$ cat src/rtl/uart_word_loader_pkg.sv
// Shared types and constants for the UART program-load front end.
package uart_word_loader_pkg;

    localparam int unsigned LOADER_ADDR_WIDTH = 25;
    localparam int unsigned WORD_WIDTH        = 16;
    localparam int unsigned BYTE_WIDTH        = 8;

    // Write state machine: wait for data, strobe the controller, wait for completion.
    typedef enum logic [1:0] {
        StIdle  = 2'd0,
        StIssue = 2'd1,
        StWait  = 2'd2
    } state_t;

endpackage

$ cat src/rtl/loader_fifo.sv
// Synchronous word FIFO for the UART loader. A push into a full FIFO is accepted
// only when a pop happens on the same edge; clear empties it and wins over both.
module loader_fifo #(
    parameter int unsigned DEPTH = 4,
    parameter int unsigned WIDTH = 16
) (
    input  logic             clk,
    input  logic             rst,
    input  logic             clear,
    input  logic             push,
    input  logic             pop,
    input  logic [WIDTH-1:0] wdata,
    output logic [WIDTH-1:0] rdata,
    output logic             full,
    output logic             empty
);

    localparam int unsigned PtrW = $clog2(DEPTH);

    logic [WIDTH-1:0] mem [DEPTH];
    logic [PtrW:0]    wr_ptr_q;
    logic [PtrW:0]    rd_ptr_q;
    logic             do_pop;
    logic             do_push;

    // Extra pointer bit distinguishes full from empty when the indices match.
    always_comb begin
        empty   = (wr_ptr_q == rd_ptr_q);
        full    = (wr_ptr_q[PtrW] != rd_ptr_q[PtrW]) &&
                  (wr_ptr_q[PtrW-1:0] == rd_ptr_q[PtrW-1:0]);
        do_pop  = pop && !empty;
        do_push = push && (!full || do_pop);
        rdata   = mem[rd_ptr_q[PtrW-1:0]];
    end

    // Pointer update; clear takes priority over any same-cycle push or pop.
    always_ff @(posedge clk or negedge rst) begin
        if (!rst) begin
            wr_ptr_q <= '0;
            rd_ptr_q <= '0;
        end else if (clear) begin
            wr_ptr_q <= '0;
            rd_ptr_q <= '0;
        end else begin
            if (do_push) wr_ptr_q <= wr_ptr_q + (PtrW+1)'(1);
            if (do_pop)  rd_ptr_q <= rd_ptr_q + (PtrW+1)'(1);
        end
    end

    // Storage needs no reset; contents are only read when the FIFO is non-empty.
    always_ff @(posedge clk) begin
        if (do_push && !clear) mem[wr_ptr_q[PtrW-1:0]] <= wdata;
    end

endmodule

$ cat src/rtl/uart_word_loader.sv
// UART-to-SDRAM program loader: pairs bytes into big-endian words, buffers them and
// writes them to consecutive word addresses from 0. Optional running checksum is
// enabled by defining UART_LOADER_CHECKSUM_EN.
module uart_word_loader
    import uart_word_loader_pkg::*;
#(
    parameter int unsigned DEPTH      = 4,
    parameter int unsigned ADDR_WIDTH = LOADER_ADDR_WIDTH
) (
    input  logic                  clk,
    input  logic                  rst,
    input  logic                  load_en,
    input  logic                  uart_byte_ready,
    input  logic [BYTE_WIDTH-1:0] uart_byte,
    input  logic                  dram_mem_ready,
    output logic                  dram_write_en,
    output logic                  dram_refresh_data,
    output logic [ADDR_WIDTH-1:0] dram_addr,
    output logic [WORD_WIDTH-1:0] dram_data_in,
    output logic [ADDR_WIDTH-1:0] word_count,
    output logic                  busy,
    output logic                  overflow,
    output logic [WORD_WIDTH-1:0] checksum
);

    logic                  load_en_q;
    logic                  phase_q;
    logic [BYTE_WIDTH-1:0] hi_byte_q;
    logic                  overflow_q;
    state_t                state_q;
    logic                  wait_first_q;
    logic                  stale_q;
    logic                  write_en_q;
    logic                  refresh_q;
    logic [ADDR_WIDTH-1:0] addr_q;
    logic [WORD_WIDTH-1:0] data_q;
    logic [ADDR_WIDTH-1:0] word_count_q;

    logic                  load_start;
    logic                  byte_accept;
    logic                  push;
    logic                  pop;
    logic                  drop;
    logic                  write_done;
    logic [WORD_WIDTH-1:0] fifo_head;
    logic                  fifo_full;
    logic                  fifo_empty;

    // Load start, byte pairing and FIFO handshake decode.
    always_comb begin
        load_start  = load_en && !load_en_q;
        byte_accept = uart_byte_ready && load_en;
        push        = byte_accept && phase_q && !load_start;
        // No pop on a load start: the FIFO is being cleared on that edge.
        pop         = (state_q == StIdle) && !fifo_empty && dram_mem_ready && !load_start;
        drop        = push && fifo_full && !pop;
        // A write that began before the current load start does not count.
        write_done  = (state_q == StWait) && !wait_first_q && dram_mem_ready &&
                      !stale_q && !load_start;
    end

    loader_fifo #(
        .DEPTH (DEPTH),
        .WIDTH (WORD_WIDTH)
    ) u_fifo (
        .clk   (clk),
        .rst   (rst),
        .clear (load_start),
        .push  (push),
        .pop   (pop),
        .wdata ({hi_byte_q, uart_byte}),
        .rdata (fifo_head),
        .full  (fifo_full),
        .empty (fifo_empty)
    );

    // Load-switch edge history, byte phase and sticky overflow.
    always_ff @(posedge clk or negedge rst) begin
        if (!rst) begin
            load_en_q  <= 1'b1;
            phase_q    <= 1'b0;
            hi_byte_q  <= '0;
            overflow_q <= 1'b0;
        end else begin
            load_en_q <= load_en;
            if (load_start) begin
                phase_q    <= byte_accept;
                overflow_q <= 1'b0;
                if (byte_accept) hi_byte_q <= uart_byte;
            end else begin
                if (byte_accept) begin
                    phase_q <= !phase_q;
                    if (!phase_q) hi_byte_q <= uart_byte;
                end
                if (drop) overflow_q <= 1'b1;
            end
        end
    end

    // Write state machine with registered SDRAM-side outputs and word counter.
    always_ff @(posedge clk or negedge rst) begin
        if (!rst) begin
            state_q      <= StIdle;
            wait_first_q <= 1'b0;
            stale_q      <= 1'b0;
            write_en_q   <= 1'b0;
            refresh_q    <= 1'b0;
            addr_q       <= '0;
            data_q       <= '0;
            word_count_q <= '0;
        end else begin
            if (load_start) begin
                word_count_q <= '0;
                stale_q      <= (state_q != StIdle);
            end
            case (state_q)
                StIdle: begin
                    if (pop) begin
                        state_q    <= StIssue;
                        refresh_q  <= 1'b1;
                        write_en_q <= 1'b1;
                        data_q     <= fifo_head;
                        addr_q     <= word_count_q;
                    end
                end
                StIssue: begin
                    refresh_q    <= 1'b0;
                    wait_first_q <= 1'b1;
                    state_q      <= StWait;
                end
                StWait: begin
                    if (wait_first_q) begin
                        wait_first_q <= 1'b0;
                    end else if (dram_mem_ready) begin
                        state_q    <= StIdle;
                        write_en_q <= 1'b0;
                        stale_q    <= 1'b0;
                        if (write_done) word_count_q <= word_count_q + ADDR_WIDTH'(1);
                    end
                end
                default: state_q <= StIdle;
            endcase
        end
    end

`ifdef UART_LOADER_CHECKSUM_EN
    logic [WORD_WIDTH-1:0] checksum_q;

    // Running 16-bit sum of completed words, restarted at each load start.
    always_ff @(posedge clk or negedge rst) begin
        if (!rst) begin
            checksum_q <= '0;
        end else if (load_start) begin
            checksum_q <= '0;
        end else if (write_done) begin
            checksum_q <= checksum_q + data_q;
        end
    end

    assign checksum = checksum_q;
`else
    assign checksum = '0;
`endif

    assign dram_write_en     = write_en_q;
    assign dram_refresh_data = refresh_q;
    assign dram_addr         = addr_q;
    assign dram_data_in      = data_q;
    assign word_count        = word_count_q;
    assign overflow          = overflow_q;
    assign busy              = !fifo_empty || (state_q != StIdle);

endmodule

$ cat config.mk
export PLATFORM = sky130hd
export DESIGN_NAME = uart_word_loader
export DESIGN_NICKNAME = d
export VERILOG_FILES = /design/src/rtl/uart_word_loader_pkg.sv /design/src/rtl/loader_fifo.sv /design/src/rtl/uart_word_loader.sv
export SDC_FILE = /design/constraint.sdc
export NUM_CORES = 1
export LEC_CHECK = 0
export BUFFER_PORTS_ARGS = -buffer_cell sky130_fd_sc_hd__buf_2
export CORE_ASPECT_RATIO = 1.75
export CORE_MARGIN = 2
export CORE_UTILIZATION = 56
export DETAILED_ROUTE_END_ITERATION = 10
export PLACE_DENSITY = 0.85
export SLEW_MARGIN = 20
export SYNTH_ARGS = -nofsm -noshare
export SYNTH_HDL_FRONTEND = slang
export SYNTH_SLANG_ARGS = --single-unit
$ cat constraint.sdc
create_clock -name clk -period 2.6 [get_ports clk]
set_input_delay 0.13 -clock clk [delete_from_list [all_inputs] [get_ports clk]]
set_output_delay 0.13 -clock clk [all_outputs]
set_load 0.03 [all_outputs]
# After elaboration in Yosys (flattened, before gate mapping)
# Memories as Yosys holds them, arrays and structs flattened. A register that Yosys moved wholly into a read port is not among the register bits.
# Index checks and enable logic that the tools add are counted.
[word_totals] mem_bits_rw=64 n_memories=1 word_cells=101 regBits=73
[op_classes] muxes=33 addsub=3 n_eq_ne=9 reduce_logical=42
[mem_list] name="u_fifo.mem" depth=4 word_bits=16 rd=1 rd_clocked_by_memory_dff=1 wr=1 line="loader_fifo.sv:20" rtl="logic [WIDTH-1:0] mem [DEPTH];"
[op_table] op="$mux W25" count=5
[op_table] op="$mux W8" count=4
[op_table] op="$add A25 B1 Y25 const B" count=1
[op_table] op="$logic_and A1 B1 Y1" count=17
[op_table] op="$reduce_bool A2 Y1" count=8
[op_table] op="$mux W1" count=13
[op_table] op="$mux W3" count=4
[op_table] op="$logic_not A1 Y1" count=9
[op_table] op="$add A3 B1 Y3 const B" count=2
[op_table] op="$mux W2" count=3
[op_table] op="$pmux W1 S2" count=3
[op_table] op="$pmux W2 S3" count=1
[op_table] op="$reduce_and A2 Y1" count=3
[op_table] op="$ne A2 B1 Y1 const B" count=2
[op_table] op="$ne A2 B2 Y1 const B" count=2
[op_table] op="$reduce_and A4 Y1" count=1
[op_table] op="$eq A3 B3 Y1" count=1
[op_table] op="$reduce_and A3 Y1" count=1
[op_table] op="$eq A2 B1 Y1 const B" count=1
[op_table] op="$eq A2 B2 Y1" count=1
[op_table] op="$eq A2 B2 Y1 const B" count=1
[op_table] op="$logic_not A2 Y1" count=1
[op_table] op="$logic_or A1 B1 Y1" count=2
[op_table] op="$ne A1 B1 Y1" count=1

# Longest topological paths before layout
# Gate-level depths: netlist (run 1).
[depth] depth_word=11 mapped_depth=8

# Cells and area by module
# Synthesis (run 1) repeated with hierarchy kept, for this count alone.
[hier_totals] hier_cells=527 area_unflattened_um2=6625.1
[by_module_without_submodules] mod="uart_word_loader" seq_area_each_um2=2078.2 cells_each=388 n_inst=1 area_each_um2=3748.6
[by_module_without_submodules] mod="loader_fifo" seq_area_each_um2=2072.0 cells_each=139 n_inst=1 area_each_um2=2876.5

# Worst setup path after synthesis (run 1)
# Ideal clock, no wire load.
[synth_timing] path_kind="register -> register" from="reg state_q[0]" to="mem u_fifo.mem[3][0] (enable)" required_time_ps=2225 stages_incl_launch_ff=8 setup_slack_ps=237 period_less_slack_ps=2363 arrival_ps=1987 setup_ps=375 path_buffers=1 cell_sequence="dfrtp_1 > inv_1 > ha_1 > clkbuf_1 > nand2_1 > and4bb_2 > nor3_4 > and2_1"
[synth_between] elab_chain_cells=10
[synth_rtl] item="start, declared" line="uart_word_loader.sv:30" rtl="state_t state_q;"
[synth_rtl] item="start signal, assigned" line="uart_word_loader.sv:103" rtl="state_q <= StIdle;"
[synth_rtl] item="start signal, assigned" line="uart_word_loader.sv:119" rtl="state_q <= StIssue;"
[synth_rtl] item="start signal, assigned" line="uart_word_loader.sv:129" rtl="state_q <= StWait;"
[synth_rtl] item="$logic_not A2 Y1" line="uart_word_loader.sv:55" rtl="pop = (state_q == StIdle) && !fifo_empty && dram_mem_ready && !load_start;"
[synth_rtl] item="$logic_and A1 B1 Y1 (3 in a row)" line="uart_word_loader.sv:55"
[synth_rtl] item="$logic_and A1 B1 Y1" line="loader_fifo.sv:31" rtl="do_pop = pop && !empty;"
[synth_rtl] item="$logic_or A1 B1 Y1" line="loader_fifo.sv:32" rtl="do_push = push && (!full || do_pop);"
[synth_rtl] item="$logic_and A1 B1 Y1" line="loader_fifo.sv:32"
[synth_rtl] item="$logic_and A1 B1 Y1" line="loader_fifo.sv:52" rtl="if (do_push && !clear) mem[wr_ptr_q[PtrW-1:0]] <= wdata;"
[synth_rtl] item="$mux W1" line="loader_fifo.sv:52"
[synth_rtl] item="$mux W1 (not written as such)" line="loader_fifo.sv:52"
[synth_rtl] item="end, declared" line="loader_fifo.sv:20"
# Every way passes these cells.

# Worst setup path in the final report (run 1)
[layout_timing] from="reg state_q[0]" to="mem u_fifo.mem[2][10] (enable)"
# The elaborated chain is that of the path after synthesis.

==> impl_metrics.json, run 1 <==
{
  "clk_pin_slew_ps": 60,
  "fin_hold_ws_ps": 78.17,
  "hold_viol": 0,
  "maxSlewHeadroom": 0.5326,
  "dpl.hpwl_mm": 8.238,
  "final_common_cell": "dfrtp_1",
  "worstPathMaxFanout": 16,
  "ctsResizeCount": 0,
  "ant_nets": 0,
  "coreArea_sq_um": 11100,
  "clockBufferDepth": 2,
  "fin_util": 0.6850,
  "syn_avg_cell_area_sq_um": 15.34,
  "clk_latency_ps": 420,
  "antenna_found_initial": 0,
  "grt_start_max_net_pins": 54,
  "synth-warning-count": 0,
  "grt_pass1_wl_mm": 20.19,
  "period_minus_slack_ps": 2258,
  "async_reset_ff_frac": 0.5817,
  "num_io_pins": 99,
  "area_delta_synth_final_pct": 19.45,
  "port_buffers": 82,
  "antenna_cells": 0,
  "synth_cells": 415,
  "drtIter0Drc": 186,
  "fmax_ghz": 0.4428,
  "final_cell_mix": "88 x dfrtp_1, 81 x buf_2, 64 x edfxtp_1",
  "finalSetupTns_ps": 0,
  "syn_area_sq_um": 6367,
  "num_rows": 51,
  "finalWirelength_mm": 12.48,
  "ys_ff_latch": 153,
  "start_util": 0.5735,
  "yosysUniqueCellTypes": 42,
  "vias_per_cell": 5.643,
  "post-route-period-util": 0.8687,
  "gp_routability_congestion": 0.8419,
  "seq_area_sq_um": 4150,
  "grtUsageTotal": 0.2158,
  "cp_data_arrival_time_ps": 2360,
  "tightestPinTransition_ps": 701.0,
  "fin_skew_ps": 8.687,
  "die_area_sq_um": 12270,
  "wl_per_cell_um": 18.66,
  "finalSetupViolCount": 0,
  "status": "finished clean",
  "cts_sinks": 153,
  "cts_tree": "done",
  "htree_levels": 4,
  "ir_drop_mv": 0.6543,
  "synth_edf_count": 64,
  "fill_cells": 751,
  "clockRootBuffer": "clkbuf_16",
  "hold_class": "in -> reg",
  "synthFlopType": "dfrtp_1",
  "cp.required_ps": 2700,
  "overflow": 0,
  "final_nets": 547,
  "crit_path_start_kind": "register",
  "maxCapViolCount": 0,
  "rsz0062_at_grt": "no",
  "die_y_um": 145.1,
  "critPathKind": "reg -> reg",
  "drt_first_pass_iters": 4,
  "p_leak_nw": 3.464,
  "die_w_um": 84.61,
  "powerDensity_nw_per_um2": 878.2,
  "vias": 3775,
  "drive_gt1_frac": 0.3762,
  "yosysSeqAreaShare": 0.6518,
  "grt_pass1_vias": 4015,
  "drv_slew": 0,
  "multi_input_area_sq_um": 2026,
  "cts_inserted_buffers": 17,
  "drc_errors": 0,
  "crit_path_end_kind": "register"
}
==> power breakdown <==
| group | switching [W] | internal (W) |
|---|---|---|
| Clock | 0.000972 | 0.00157 |
| Combinational | 0.000755 | 0.000480 |
| Sequential | 0.000142 | 0.00276 |
==> metrics by stage <==
stage / std cells / power (W) / setup slack, ps / instance area (sq um)
floorplan: 430 / 0.003831 / 237.5 / 6424
global placement: 627 / 0.004117 / 423.1 / 6885
detailed placement: 627 / 0.004173 / 349.5 / 6885
CTS: 669 / 0.006738 / 340.1 / 7606
finish: 669 / 0.006679 / 341.5 / 7606
global route: 669 / 0.006948 / 166.6 / 7606
==> logic make-up after synthesis <==
kind of cell	after synthesis	synth area share
AOI/OAI and AO/OA	18	0.01729
xor gates and xnor gates	26	0.03576
adders and majority gates	10	0.01965
buffers and inverters	38	0.03930
DFF	153	0.6518
muxes	69	0.1497
other	1	0.0005889
and+or+nand+nor	100	0.08587
==> metal layers <==
metal  track usage  part of all wire
met1        0.2414              0.37
met2        0.3858              0.56
met3       0.05233             0.048
met4       0.08968             0.020
met5             0                 0
==> cell usage after synthesis, drive strengths merged (3+ instances only) <==
| master | n | area (sq um) |
|---|---|---|
| nand3 | 13 | 65.06 |
| edfxtp | 64 | 1922 |
| nor3 | 3 | 26.28 |
| mux2 | 50 | 563.0 |
| dfrtp | 88 | 2202 |
| xor2 | 22 | 192.7 |
| ha | 10 | 125.1 |
| and4 | 4 | 35.03 |
| nand4 | 9 | 71.32 |
| inv | 7 | 26.28 |
| buf | 27 | 208.9 |
| xnor2 | 4 | 35.03 |
| nand2 | 23 | 93.84 |
| mux2i | 3 | 30.03 |
| clkbuf | 4 | 15.01 |
| a21oi | 6 | 30.03 |
| and2 | 5 | 31.28 |
| nor2 | 27 | 103.9 |
| and3 | 6 | 37.54 |
| mux4 | 16 | 360.4 |
| o21ai | 7 | 35.03 |
==> worst max-delay path: stages, from the launching register on <==
cell	delay, ps
dfrtp_1	400
inv_1	110
ha_1	360
nand2_1	90
and4bb_2	270
nor3_4	290
and2_1	170
buf_4	260
==> area by class of cell <==
cell class | instances | area share
clock inverter | 12 | 0.02155
inverter | 7 | 0.003455
clock buffer | 20 | 0.06004
sequential | 153 | 0.5456
multi-input combinational | 239 | 0.2663
tap | 132 | 0.02171
timing repair buffer | 106 | 0.08126
==> registers in the layout, summed over array words and instances (netlist names) <==
| register | count |
|---|---|
| dram_refresh_data | 1 |
| phase_q | 1 |
| hi_byte_q | 8 |
| word_count | 25 |
| state_q | 2 |
| stale_q | 1 |
| wait_first_q | 1 |
| dram_addr | 25 |
| dram_data_in | 16 |
| u_fifo.wr_ptr_q | 3 |
| u_fifo.rd_ptr_q | 3 |
| load_en_q | 1 |
| dram_write_en | 1 |
| overflow | 1 |
| u_fifo.mem | 64 |
==> worst paths after layout <==
path                                 start                end  slack, ps  cells past startpoint
min in group asynchronous              rst    dram_data_in[4]        290                      2
setup / recovery                state_q[0]  u_fifo.mem[2][10]        340                      7
hold / removal             uart_byte_ready            phase_q         80                      4
hold reg to reg               dram_addr[6]       dram_addr[6]        480                      1
max in group asynchronous              rst     word_count[19]       1530                      3
setup reg to reg                state_q[0]  u_fifo.mem[2][10]        340                      7
==> what timing repair did <==
action | in CTS | in global routing
hold buffers | 10 | 0
buffers inserted | 0 | 0
hold endpoints to repair | 84 | 0
Note: power is estimated with default switching activity, not from simulation.
==> run 2, diff against run 1 <==
==> constraint.sdc (replaced) <==
create_clock -name clk -period 2.6 [get_ports clk]
set_input_delay 0.52 -clock clk [delete_from_list [all_inputs] [get_ports clk]]
set_output_delay 0.52 -clock clk [all_outputs]
set_load 0.03 [all_outputs]
==> run 2 against run 1 <==
  * Hold slack gained 3.1 ps
  * Clock skew shrank 0.62 ps
  * Core utilization shrank 1.1 points
  * Combinational power is essentially flat
  * Critical path depth is the same
  * Routed wire length shrank 0.17%
  * Via count shrank 1.9%
  * Register-to-register slack is essentially flat
==> impl_metrics.json, run 2 (synthesis gave the netlist of run 1 again) <==
{
  "reg2reg_slack_ps": 340,
  "crit_path_end_kind": "register",
  "r2r_end": "u_fifo.mem[2][7]",
  "vias_per_cell": 5.636,
  "finalWirelength_mm": 12.46,
  "rsz0062_at_grt": "no",
  "die_y_um": 145.1,
  "antenna_found_initial": 0,
  "final_nets": 535,
  "overflow": 0,
  "powerDensity_nw_per_um2": 882.2,
  "grt_pass1_wl_mm": 20.18,
  "die_area_sq_um": 12270,
  "grtUsageTotal": 0.2161,
  "cp_data_arrival_time_ps": 2360,
  "drive_gt1_frac": 0.3771,
  "dp_slack_ps": 341.5,
  "dpl.hpwl_mm": 8.113,
  "worstPathMaxFanout": 16,
  "port_buffers": 82,
  "crit_buf_inv": 2,
  "num_io_pins": 99,
  "largest_register_ffs": 64,
  "num_rows": 51,
  "grt_pass1_vias": 3933,
  "grt_start_max_net_pins": 54,
  "clockPowerShare": 0.376,
  "setup_ws_ps": 336.7,
  "critPathMaxStageDelay_ps": 390,
  "drv_slew": 0,
  "wl_per_cell_um": 18.97,
  "ant_nets": 0,
  "area_delta_synth_final_pct": 17.53,
  "power_switching_w": 0.001855,
  "cts_inserted_buffers": 17,
  "hold_viol": 0,
  "p_leak_nw": 3.406,
  "post-route-cell-area_sq_um": 7483,
  "antenna_cells": 0,
  "p_seq_frac": 0.438,
  "maxSlewHeadroom": 0.5741,
  "maxCapViolCount": 0,
  "clk_pin_slew_ps": 60,
  "cts_setup_buffers": 0,
  "ctsResizeCount": 0,
  "power_frac_comb": 0.186,
  "post-route-period-util": 0.8705,
  "start_util": 0.5735,
  "finalSetupTns_ps": 0,
  "critical_path.cell_chain": "inv_1, ha_1, nand2_1, and4bb_2, nor3_4, and2_1, buf_4",
  "fin_skew_ps": 8.069,
  "cp.required_ps": 2700,
  "drt_first_pass_iters": 4,
  "path_delay_family": "simple AND/OR/NAND/NOR gates",
  "internal_power_w": 0.004747,
  "drtIter0Drc": 146,
  "status": "finished clean",
  "p_sw_frac": 0.2809,
  "ff2ff_path_depth": 7,
  "timing.rr.start": "state_q[0]",
  "tightestPinTransition_ps": 638.3,
  "postCtsHoldBufs": 0,
  "final_common_cell": "dfrtp_1",
  "gp_routability_congestion": 0.8471,
  "coreArea_sq_um": 11100,
  "clockRootBuffer": "clkbuf_16",
  "vias": 3703,
  "final_cell_mix": "88 x dfrtp_1, 81 x buf_2, 64 x edfxtp_1",
  "critPathKind": "reg -> reg",
  "clk_latency_ps": 410,
  "cts_sinks": 153,
  "hold_class": "in -> async",
  "ir_drop_mv": 0.7908,
  "cts_tree": "done",
  "placed_area_sq_um": 6883,
  "htree_levels": 4,
  "crit_path_start_kind": "register",
  "cp_slowest_cell": "dfrtp_1",
  "finalSetupViolCount": 0,
  "period_minus_slack_ps": 2263,
  "clockBufferDepth": 2,
  "die_w_um": 84.61,
  "fmax_ghz": 0.4418,
  "drc_errors": 0
}
## run 2: worst max-delay path by stage
stage	depth (start not counted)	slack, ps	start	to
final	7	340	state_q[0]	u_fifo.mem[2][7]
after global routing	7	160	state_q[1]	u_fifo.mem[2][6]
after CTS	7	340	state_q[1]	u_fifo.mem[2][6]
after detailed placement	7	340	state_q[0]	u_fifo.mem[2][1]
after global placement	7	420	state_q[0]	u_fifo.mem[2][1]
after floorplan	7	240	state_q[0]	u_fifo.mem[3][0]
## run 2: power by group through the flow
| stage | clock (W) | combinational (W) | sequential [W] |
|---|---|---|---|
| 6_report | 0.00248 | 0.00122 | 0.00289 |
| 5_1_grt | 0.00263 | 0.00132 | 0.00292 |
| 4_1_cts | 0.00253 | 0.00125 | 0.00289 |
| 3_5_place_dp | 0 | 0.00123 | 0.00293 |
| 3_3_place_gp | 0 | 0.00120 | 0.00292 |
| 2_1_floorplan | 0 | 0.000651 | 0.00318 |
## run 2: area by class of cell
class	count	area (sq um)
sequential	153	4150
fill	794	3620
multi-input combinational	239	2026
timing repair buffer	94	515.5
clock buffer	19	432.9
clock inverter	13	167.7
tap	132	165.2
inverter	7	26.28
## run 2: stage by stage
stage          utilization  total power (W)  hold slack, ps  cells
3_3_place_gp        0.6199         0.004114           467.1    625
3_5_place_dp        0.6199         0.004159           486.3    625
6_report            0.6740         0.006602           81.32    657
5_1_grt             0.6740         0.006870           115.5    657
2_1_floorplan            -         0.003831           224.4    430
4_1_cts             0.6740         0.006669           83.06    657
## run 2: per-layer routing
metal  wire, um  up-vias  GRT usage
met5          0        -          0
met4        293        0     0.1000
met3        552       28    0.05233
met2       7113      110     0.3811
met1       4503     1896     0.2422
li1           -     1669          -
==> run 3, diff against run 2 <==
--- a/config.mk
+++ b/config.mk
@@ -10,7 +10,7 @@
 export CORE_MARGIN = 2
 export CORE_UTILIZATION = 56
 export DETAILED_ROUTE_END_ITERATION = 10
-export PLACE_DENSITY = 0.85
+export PLACE_DENSITY = 0.9
 export SLEW_MARGIN = 20
 export SYNTH_ARGS = -nofsm -noshare
 export SYNTH_HDL_FRONTEND = slang
==> run 3 against run 2 <==
  * Routed wire length fell by 0.78%
  * Largest power group unchanged
  * Setup slack got worse by 3.0 ps
  * Global-route usage barely moved
  * Non-clock buffer count fell by 2
  * Maximum frequency fell by 0.13%
  * Critical path type unchanged
  * Critical path depth did not move
  * Register-to-register slack barely moved
  * Die area did not move
  * Clock power fell by 6%
  * Sequential power barely moved
  * Via count rose by 1.1%
  * Clock skew rose by 3.3 ps
==> impl_metrics.json, run 3 (synthesis gave the netlist of run 1 again) <==
{
  "cp_data_arrival_time_ps": 2360,
  "internal_power_w": 0.004569,
  "tightestPinTransition_ps": 639.5,
  "cts_sinks": 153,
  "clk_pin_slew_ps": 60,
  "cts_setup_buffers": 0,
  "crit_path_end_kind": "register",
  "num_io_pins": 99,
  "hold_class": "in -> async",
  "power_w": 0.006461,
  "worstPathMaxFanout": 17,
  "power_switching_w": 0.001893,
  "p_seq_frac": 0.449,
  "largest_register_ffs": 64,
  "final_nets": 533,
  "critPathKind": "reg -> reg",
  "ctsResizeCount": 0,
  "final_common_cell": "dfrtp_1",
  "start_util": 0.5735,
  "grt_pass1_wl_mm": 20.22,
  "critPathMaxStageDelay_ps": 390,
  "fin_hold_ws_ps": 50.67,
  "post-route-period-util": 0.8717,
  "wl_per_cell_um": 18.88,
  "powerDensity_nw_per_um2": 869.1,
  "overflow": 0,
  "dpl.hpwl_mm": 8.323,
  "status": "finished clean",
  "finalWirelength_mm": 12.37,
  "port_buffers": 82,
  "fill_cells": 751,
  "final_cell_mix": "88 x dfrtp_1, 81 x buf_2, 64 x edfxtp_1",
  "vias": 3744,
  "grtUsageTotal": 0.2164,
  "cts_tree": "done",
  "clockBufferDepth": 2,
  "vias_per_cell": 5.716,
  "clockRootBuffer": "clkbuf_16",
  "antenna_cells": 0,
  "htree_levels": 4,
  "fin_skew_ps": 11.41,
  "gp_routability_congestion": 0.8059,
  "seq_area_sq_um": 4150,
  "period_minus_slack_ps": 2266,
  "grt_start_max_net_pins": 57,
  "ant_nets": 0,
  "postCtsHoldBufs": 0,
  "p_sw_frac": 0.2929,
  "die_y_um": 145.1,
  "finalSetupTns_ps": 0,
  "crit_path_start_kind": "register",
  "ir_drop_mv": 0.6147,
  "cp.required_ps": 2700,
  "die_w_um": 84.61,
  "cts_inserted_buffers": 17,
  "p_leak_nw": 3.377,
  "maxSlewHeadroom": 0.5737,
  "area_delta_synth_final_pct": 16.76,
  "grt_pass1_vias": 4058,
  "maxCapViolCount": 0,
  "coreArea_sq_um": 11100,
  "antenna_found_initial": 0,
  "multi_input_area_sq_um": 2026,
  "drv_slew": 0,
  "rsz0062_at_grt": "no",
  "fmax_ghz": 0.4412,
  "drc_errors": 0,
  "drtIter0Drc": 161,
  "critical_path.cell_chain": "inv_1, ha_1, nand2_1, and4bb_2, nor3_4, and2_1, buf_4",
  "drive_gt1_frac": 0.3767,
  "power_frac_comb": 0.189,
  "clockPowerShare": 0.362,
  "finalSetupViolCount": 0,
  "num_rows": 51,
  "clk_latency_ps": 420,
  "hold_viol": 0,
  "cp_slowest_cell": "dfrtp_1",
  "drt_first_pass_iters": 4,
  "die_area_sq_um": 12270
}
## run 3: layer usage
metal / global-route usage / up-vias / part of all wire
met4: 0.1230 / 0 / 0.034
met3: 0.04892 / 30 / 0.052
met2: 0.3736 / 139 / 0.56
met5: 0 / - / 0
li1: - / 1666 / -
met1: 0.2415 / 1909 / 0.35
## run 3: final cells by class
| type | instances | share of cell area |
|---|---|---|
| inverter | 7 | 0.003534 |
| clock buffer | 19 | 0.05823 |
| sequential | 153 | 0.5582 |
| clock inverter | 13 | 0.01801 |
| timing repair buffer | 92 | 0.06732 |
| tap | 132 | 0.02221 |
| multi-input combinational | 239 | 0.2725 |
## run 3: power groups by stage
stage                     registers [W]  logic (W)  clock network (W)
after floorplan                 0.00318   0.000651                  0
after global placement          0.00292    0.00119                  0
after detailed placement        0.00294    0.00123                  0
after CTS                       0.00290    0.00124            0.00237
after global routing            0.00293    0.00130            0.00248
final                           0.00290    0.00122            0.00234
## run 3: through the flow
stage,std cells,utilization,worst slack (ps),area [sq um]
2_1_floorplan,430,-,237.5,6424
3_3_place_gp,623,0.6185,424.6,6868
3_5_place_dp,623,0.6185,327.3,6868
4_1_cts,655,0.6696,317.8,7435
5_1_grt,655,0.6696,151.5,7435
6_report,655,0.6696,333.7,7435
## run 3: final timing paths
path / startpoint / depth (start not counted) / endpoint / slack [ps]
setup / recovery: state_q[0] / 7 / u_fifo.mem[3][0] / 330
hold / removal: rst / 1 / dram_addr[5] / 50
setup reg to reg: state_q[0] / 7 / u_fifo.mem[3][0] / 330
hold reg to reg: dram_addr[6] / 1 / dram_addr[6] / 490
max in group asynchronous: rst / 2 / u_fifo.rd_ptr_q[0] / 1920
min in group clk: load_en / 1 / load_en_q / 270
## run 3: critical path: cells and delay by family (launching register included)
family / cells / cell delay, ps
and+or+nand+nor: 4 / 810
DFF: 1 / 390
buffers and inverters: 2 / 380
adders and majority gates: 1 / 350
